**config.mk**
```make
export PLATFORM = sky130hd
export DESIGN_NAME = pcie_rd_sched
export DESIGN_NICKNAME = d
export VERILOG_FILES = /design/src/rtl/pcie_rd_sched.sv
export SDC_FILE = /design/constraint.sdc
export NUM_CORES = 1
export LEC_CHECK = 0
export ABC_CLOCK_PERIOD_IN_PS = 12400
export BUFFER_PORTS_ARGS = -buffer_cell sky130_fd_sc_hd__buf_2
export CORE_ASPECT_RATIO = 0.9
export CORE_MARGIN = 3
export CORE_UTILIZATION = 34
export DETAILED_ROUTE_END_ITERATION = 12
export SLEW_MARGIN = 20
export SYNTH_ARGS = -nofsm -noshare
export SYNTH_HDL_FRONTEND = slang
export SYNTH_SLANG_ARGS = --single-unit
```
**constraint.sdc**
```tcl
create_clock -name s_ul_clk -period 12.4 [get_ports s_ul_clk]
set_input_delay 2.48 -clock s_ul_clk [delete_from_list [all_inputs] [get_ports s_ul_clk]]
set_output_delay 2.48 -clock s_ul_clk [all_outputs]
set_load 0.005 [all_outputs]
```
**src/rtl/pcie_rd_sched.sv**
```systemverilog
// PCIe read-request scheduler: splits a descriptor into MRRS/4KB-bounded read
// chunks, tags each chunk from a free pool, and tracks tag completions.
module pcie_rd_sched #(
  parameter int unsigned LOW_ADDDR_BITS = 14,
  parameter int unsigned TAG_COUNT      = 32
) (
  input  logic                      s_ul_clk,
  input  logic                      s_ul_aresetn,
  input  logic [2:0]                cfg_mrrs,
  input  logic                      desc_valid,
  output logic                      desc_ready,
  input  logic [28:0]               desc_busaddr,
  input  logic [LOW_ADDDR_BITS-1:0] desc_locaddr,
  input  logic [15:0]               desc_qwords,
  input  logic                      abort,
  output logic                      ul_ml_rvalid,
  input  logic                      ul_ml_rready,
  output logic [LOW_ADDDR_BITS-1:0] ul_ml_rlocaddr,
  output logic [28:0]               ul_ml_rbusaddr,
  output logic [8:0]                ul_ml_rlength,
  output logic [4:0]                ul_ml_rtag,
  input  logic                      ul_ml_tvalid,
  output logic                      ul_ml_tready,
  input  logic [4:0]                ul_ml_ttag,
  output logic                      busy,
  output logic                      done,
  output logic [5:0]                outstanding,
  output logic [7:0]                tag_err
);

  localparam logic [1:0] IDLE  = 2'd0;
  localparam logic [1:0] CALC  = 2'd1;
  localparam logic [1:0] ISSUE = 2'd2;
  localparam logic [1:0] DRAIN = 2'd3;

  localparam logic [32:0] MASK_W   = (33'd1 << TAG_COUNT) - 33'd1;
  localparam logic [31:0] TAG_MASK = MASK_W[31:0];

  logic [1:0]                state, state_d;
  logic                      rvalid_r, rvalid_d;
  logic [4:0]                rtag_r, rtag_d;
  logic                      abort_pend, abort_pend_d;
  logic                      done_r, done_d;
  logic [31:0]               alloc, alloc_d;
  logic [5:0]                outstanding_r, outstanding_d;
  logic [7:0]                tag_err_r, tag_err_d;

  logic [28:0]               busaddr_r;
  logic [LOW_ADDDR_BITS-1:0] locaddr_r;
  logic [15:0]               remaining;
  logic [9:0]                chunk;

  logic [2:0]                mrrs_eff;
  logic [9:0]                max_qw, bound, rem_cap, chunk_calc;
  logic [31:0]               avail;
  logic [4:0]                low_tag;
  logic                      hs, ttag_in_range, free_ok, free_bad;
  logic [LOW_ADDDR_BITS-1:0] chunk_loc;

  // Chunk = min(remaining, MRRS, distance to next 4 KB bus boundary).
  always_comb begin
    mrrs_eff   = (cfg_mrrs > 3'd5) ? 3'd5 : cfg_mrrs;
    max_qw     = 10'd16 << mrrs_eff;
    bound      = 10'd512 - {1'b0, busaddr_r[8:0]};
    rem_cap    = (remaining > 16'd512) ? 10'd512 : remaining[9:0];
    chunk_calc = rem_cap;
    if (max_qw < chunk_calc) chunk_calc = max_qw;
    if (bound < chunk_calc)  chunk_calc = bound;
  end

  always_comb begin
    avail   = ~alloc & TAG_MASK;
    low_tag = 5'd0;
    for (int i = 31; i >= 0; i--) begin
      if (avail[i]) low_tag = 5'(i);
    end
  end

  assign hs            = rvalid_r & ul_ml_rready;
  assign ttag_in_range = ({27'd0, ul_ml_ttag} < TAG_COUNT);
  assign free_ok       = ul_ml_tvalid & ttag_in_range & alloc[ul_ml_ttag];
  assign free_bad      = ul_ml_tvalid & ~free_ok;
  assign chunk_loc     = LOW_ADDDR_BITS'(chunk);

  always_comb begin
    state_d      = state;
    rvalid_d     = rvalid_r;
    rtag_d       = rtag_r;
    abort_pend_d = abort_pend;
    done_d       = 1'b0;
    unique case (state)
      IDLE: begin
        abort_pend_d = 1'b0;
        if (desc_valid) state_d = CALC;
      end
      CALC: begin
        state_d = (abort || remaining == 16'd0) ? DRAIN : ISSUE;
      end
      ISSUE: begin
        if (rvalid_r) begin
          // An abort seen while a request is pending waits for its handshake.
          if (abort) abort_pend_d = 1'b1;
          if (ul_ml_rready) begin
            rvalid_d = 1'b0;
            state_d  = (abort || abort_pend) ? DRAIN : CALC;
          end
        end else if (abort) begin
          state_d = DRAIN;
        end else if (|avail) begin
          rvalid_d = 1'b1;
          rtag_d   = low_tag;
        end
      end
      DRAIN: begin
        if (outstanding_r == 6'd0) begin
          done_d  = 1'b1;
          state_d = IDLE;
        end
      end
      default: state_d = IDLE;
    endcase
  end

  always_comb begin
    alloc_d = alloc;
    if (free_ok) alloc_d[ul_ml_ttag] = 1'b0;
    if (hs)      alloc_d[rtag_r]     = 1'b1;
    case ({hs, free_ok})
      2'b10:   outstanding_d = outstanding_r + 6'd1;
      2'b01:   outstanding_d = outstanding_r - 6'd1;
      default: outstanding_d = outstanding_r;
    endcase
    tag_err_d = tag_err_r;
    if (free_bad && tag_err_r != 8'hFF) tag_err_d = tag_err_r + 8'd1;
  end

  always_ff @(posedge s_ul_clk or negedge s_ul_aresetn) begin
    if (!s_ul_aresetn) begin
      state         <= IDLE;
      rvalid_r      <= 1'b0;
      rtag_r        <= 5'd0;
      abort_pend    <= 1'b0;
      done_r        <= 1'b0;
      alloc         <= 32'd0;
      outstanding_r <= 6'd0;
      tag_err_r     <= 8'd0;
    end else begin
      state         <= state_d;
      rvalid_r      <= rvalid_d;
      rtag_r        <= rtag_d;
      abort_pend    <= abort_pend_d;
      done_r        <= done_d;
      alloc         <= alloc_d;
      outstanding_r <= outstanding_d;
      tag_err_r     <= tag_err_d;
    end
  end

  always_ff @(posedge s_ul_clk) begin
    if (state == IDLE && desc_valid) begin
      busaddr_r <= desc_busaddr;
      locaddr_r <= desc_locaddr;
      remaining <= desc_qwords;
    end else if (hs) begin
      busaddr_r <= busaddr_r + {19'd0, chunk};
      locaddr_r <= locaddr_r + chunk_loc;
      remaining <= remaining - {6'd0, chunk};
    end
    if (state == CALC) chunk <= chunk_calc;
  end

  assign desc_ready     = (state == IDLE) & s_ul_aresetn;
  assign busy           = (state != IDLE);
  assign done           = done_r;
  assign outstanding    = outstanding_r;
  assign tag_err        = tag_err_r;
  assign ul_ml_tready   = 1'b1;
  assign ul_ml_rvalid   = rvalid_r;
  assign ul_ml_rtag     = rtag_r;
  assign ul_ml_rbusaddr = busaddr_r;
  assign ul_ml_rlocaddr = locaddr_r + chunk_loc;
  assign ul_ml_rlength  = 9'(chunk - 10'd1);

endmodule
```
== After elaboration in Yosys (flattened, before gate mapping) ==
Index checks and enable logic that the tools add are counted.
Widths: inputs -> output; s select.

* Register bits after elaboration: 125
* Input port bits: 73
* Output and inout port bits: 76
* Logic and storage cells: 137

* $add $sub $neg: 8
* Order comparisons: 8
* Eq/ne operators: 12
* Shift operators: 1
* Muxes and demuxes: 68
* Bitwise operators: 11
* Reductions and logical operators: 17

{| class="wikitable"
|+ Operator list
! operator !! number
|-
| $mux 5 || 32
|-
| $mux 32 || 2
|-
| $not 32->32 || 2
|-
| $mux 29 || 2
|-
| $and 32x32->32 || 1
|-
| $mux 16 || 2
|-
| $or 32x32->32 || 1
|-
| $reduce_or 32->1 || 1
|-
| $mux 10 || 3
|-
| $add 29x10->29 || 1
|-
| $mux 14 || 2
|-
| $lt 10x10->1 || 2
|-
| $gt 16x10->1 const B || 1
|-
| $logic_not 16->1 || 1
|-
| $sub 16x10->16 || 1
|-
| $add 14x10->14 || 1
|-
| $lt 5x6->1 const B || 2
|-
| $mux 1 || 12
|-
| $mux 2 || 6
|-
| $pmux 6 s2 || 1
|-
| $demux 1 s5 || 2
|-
| $ge 5x1->1 const B || 2
|-
| $shl 5x3->10 const A || 1
|-
| $sub 10x9->10 const A || 1
|-
| 23 further kinds || 43
|}

== Longest topological paths before layout ==
* Word-level depth: 33
* Gate-level depth with buffers: 22
* Mapped depth without buffers: 20

== Worst setup path after synthesis ==
OpenSTA, ideal clock, no wires.

* Kind: in2reg
* Start point: in cfg_mrrs[2]
* End point: reg chunk[8] (data pin)
* Arrival: 5.621 ns
* Path slack: 6.517 ns
* Stages: 19
* Path buffers: 2
* Cell sequence: nand3b_1 -> inv_1 -> ha_1 -> a21o_1 -> a2111oi_0 -> o21ai_0 -> nand2_1 -> buf_2 -> nor2_1 -> a21oi_1 -> ha_1 -> o21ai_0 -> a21oi_1 -> a221o_1 -> a31oi_1 -> a31oi_1 -> buf_2 -> nor2_1 -> a21oi_1

* Longest elaborated chain between the ends: 7

{| class="wikitable"
|+ RTL lines
! item !! RTL line !! RTL
|-
| start: declaration || 9 || <nowiki>input logic [2:0] cfg_mrrs,</nowiki>
|-
| $gt 3x3->1 || 62 || <nowiki>mrrs_eff = (cfg_mrrs > 3'd5) ? 3'd5 : cfg_mrrs;</nowiki>
|-
| $mux 3 * || 62 ||
|-
| $shl 5x3->10 * || 63 || <nowiki>max_qw = 10'd16 << mrrs_eff;</nowiki>
|-
| $lt 10x10->1 || 67 || <nowiki>if (max_qw < chunk_calc) chunk_calc = max_qw;</nowiki>
|-
| $mux 10 * || 67 ||
|-
| $lt 10x10->1 || 68 || <nowiki>if (bound < chunk_calc) chunk_calc = bound;</nowiki>
|-
| $mux 10 * || 68 ||
|-
| named net chunk_calc[8] || 54 || <nowiki>logic [9:0] max_qw, bound, rem_cap, chunk_calc;</nowiki>
|-
| end signal: assignment || 169 || <nowiki>if (state == CALC) chunk <= chunk_calc;</nowiki>
|-
| end: declaration || 51 || <nowiki>logic [9:0] chunk;</nowiki>
|}

The timed path passes the listed nets; every way through them passes the cells marked *.
A chain may end at the register's enable or synchronous reset.

== Worst setup path in the final report ==
* Start point: in cfg_mrrs[2]
* End point: reg chunk[4] (data pin)

The elaborated chain is that of the path after synthesis.

==> flow_summary_export.csv <==
group,metric,value,unit
sta,fin_crit_sh,50.9,%
global_routing,track_usage,18.3,%
synth,async_flop_share,44.8,%
global_routing,grt_pass1_vias,7530,
sta,timing.setup.tns,0,ns
placement,place_hpwl,18.6,mm
layout,area_growth,20.1,%
sta,final-setup-viol-count,0,
layout,final_area,0.0104,mm^2
route,drc,0,
placement,port_buffers,147,
sta,drv_slew,0,
synth,synth-edff-count,69,
route,initialDrtViolationCount,725,
power_and_ir_drop,power_density,187,mW/mm^2
synth,synthCells,944,
worst_setup_path,r2r_cells,19,
placement,gp_congestion,0.916,
worst_setup_path,cp-start-kind,"input port",
route,wl_per_cell,17.4,um
synth,yosys_warnings,0,
route,ant_nets,0,
placement,place_ws,5.71,ns
power_and_ir_drop,p_leak,4.60,nW
route,first_pass_iters,6,
sta,min_period,6.32,ns
min_path,whs_path_depth,1,
sta,slew_headroom,26.0,%
clock_network,clock-sinks,125,
worst_setup_path,required,12.53,ns
synth,avgSynthCellArea,9.16,um^2
min_path,hold_path_class,"register to register",
worst_setup_path,worstSetupPathType,"input port to register",
global_routing,grt_first_pass_wirelength,39.9,mm
worst_setup_path,cpPeakStageDelay,0.39,ns
worst_setup_path,slowest_stage,"mux2_2",
synth,netlist_area,0.00865,mm^2
clock_network,clockBufferDepth,2,
sta,fin_skew,0.0109,ns
global_routing,grt-ovfl-total,0,
clock_network,cts_tree,"yes",
die,start_util,35.1,%
global_routing,grt_busiest_layer,"met2",
route,vias,7796,
layout,layout_commonest_cell,"buf_2",
synth,seq_area_frac_synth,40.2,%
die,dieArea,0.0274,mm^2
synth,synth_nets,1074,
job,cap_violations,0,
sta,worst_slack,6.08,ns
sta,hold_viol_final,0,
clock_network,ctsHtreeMaxLevel,4,
sta,rsz0062_at_grt,"false",
global_routing,antenna_found_initial,4,
synth,synth_seq_cells,125,
layout,layout-drive-gt1-share,20.0,%
worst_setup_path,path_cells,"buf_2 > nand3b_1 > inv_1 > ha_1 > a21o_1 > a2111oi_0 > o21ai_0 > nand2_1 > mux2_2 > ha_1 > nor3_1 > o21ai_0 > a221o_1 > nor2_1 > a31oi_1 > nor2_1 > a21oi_1",
synth,ys_types,61,
clock_network,clkSlewWorstSetupHoldPaths,0.07,ns
worst_setup_path,setup.worst_path.end_class,"register",
clock_network,cts_resized,0,
sta,whs,0.484,ns
layout,nNetsFinal,1224,
route,vias_per_cell,5.40,
power_and_ir_drop,vdd_drop_max,0.0947,mV
global_routing,gr-usage-met2,28.9,%
clock_network,holdBufCountCts,0,
global_routing,grt_util_met1,24.8,%
global_routing,met3_usage,5.07,%
die,fp.dieW,174,um
die,core.rowCount,54,
outcome,status,"completed",
clock_network,clkLatencyLatePin,0.42,ns
layout,final_cell_mix,"buf_2, nand2_1, o21ai_0",
route,wl,25.1,mm
sta,max_freq,158,MHz
die,core-area,0.0247,mm^2
global_routing,grt_max_degree,68,
worst_setup_path,worstPathMaxFanout,12,
clock_network,cts_buffers,17,
placement,dpl_cell_area,0.00977,mm^2
clock_network,cts-root-buf,"clkbuf_16",
worst_setup_path,cp.arrival,6.45,ns
die,die_height,157,um
die,boundaryPins,149,
clock_network,cts_setup_buffers,0,
sta,tightest_slew,1.11,ns
synth,yosys_most_used_dff,"edfxtp_1",
[sequential cells by signal (all words and copies together), names as in the netlist]
| register | count |
|---|---|
| alloc | 32 |
| ul_ml_rbusaddr | 29 |
| remaining | 16 |
| locaddr_r | 14 |
| chunk | 10 |
| tag_err | 8 |
| outstanding | 6 |
| ul_ml_rtag | 5 |
| state | 2 |
| abort_pend | 1 |
| done | 1 |
| ul_ml_rvalid | 1 |
[cell type report]
cell class	instances	area, um^2
Multi-Input combinational cell	719	4800
Tap cell	336	420
Sequential cell	125	3470
Clock inverter	11	116
Clock buffer	21	493
Antenna cell	1	2.50
Timing Repair Buffer	154	788
Inverter	77	289
Fill cell	2457	14300
[metrics by stage]
stage / std cells / power [mW] / util, %
3_3_place_gp: 1411 / 1.41 / 39.6
3_5_place_dp: 1411 / 1.43 / 39.6
4_1_cts: 1443 / 1.96 / 42.1
5_1_grt: 1444 / 2.09 / 42.1
2_1_floorplan: 944 / 1.17 / -
6_report: 1444 / 1.94 / 42.1
[cells by family after synthesis]
logic type	synth area share, %
AOI/OAI and AO/OA	17.9
muxes	3.64
and+or+nand+nor	17.5
other	0.0433
buffers and inverters	4.51
xor gates and xnor gates	7.59
adders and majority gates	8.59
DFF	40.2
[worst paths after layout]
| kind | from | end | slack (ns) |
|---|---|---|---|
| min | outstanding[5]$_DFFE_PN0P_ | outstanding[5]$_DFFE_PN0P_ | 0.48 |
| max reg2reg | remaining[1]$_DFFE_PP_ | chunk[4]$_DFFE_PP_ | 6.60 |
| max | cfg_mrrs[2] | chunk[4]$_DFFE_PP_ | 6.08 |
| max in group asynchronous | s_ul_aresetn | alloc[12]$_DFF_PN0_ | 9.71 |
| min reg2reg | outstanding[5]$_DFFE_PN0P_ | outstanding[5]$_DFFE_PN0P_ | 0.48 |
| min in group asynchronous | s_ul_aresetn | alloc[28]$_DFF_PN0_ | 2.20 |
[metal layers]
metal,vias up,part of all wire [%]
li1,3745,-
met1,3728,46
met2,278,45
met3,39,7.2
met4,6,1.4
met5,-,0.14
[Yosys cell counts (9+ instances only)]
master | count | share of area (%)
and3_1 | 14 | 1.0
nor3_1 | 21 | 1.2
a22oi_1 | 32 | 2.8
nand4_1 | 18 | 1.3
xor2_1 | 37 | 3.7
nor2_1 | 68 | 3.0
a21o_1 | 11 | 0.95
nand3_1 | 20 | 1.2
mux2_2 | 12 | 1.6
nor4_1 | 9 | 0.65
xnor2_1 | 38 | 3.8
o21a_1 | 10 | 0.87
o211ai_1 | 9 | 0.78
inv_1 | 76 | 3.3
dfrtp_1 | 56 | 16
nand2_1 | 104 | 4.5
a21oi_1 | 52 | 3.0
a211oi_1 | 9 | 0.78
edfxtp_1 | 69 | 24
ha_1 | 53 | 7.7
o21ai_0 | 97 | 5.6
clkbuf_1 | 14 | 0.61
[power breakdown]
| part | internal, mW | switching (mW) | total [mW] |
|---|---|---|---|
| sequential | 0.573 | 0.109 | 0.683 |
| clock | 0.311 | 0.209 | 0.520 |
| combinational | 0.331 | 0.410 | 0.741 |
[worst max-delay path: cells and delay by family]
kind / cells / cell delay (ns)
buffers and inverters: 2 / 0.21
adders and majority gates: 2 / 0.45
and+or+nand+nor: 5 / 1.20
AOI/OAI and AO/OA: 7 / 1.71
muxes: 1 / 0.39
Note: power is estimated with default switching activity, not from simulation.
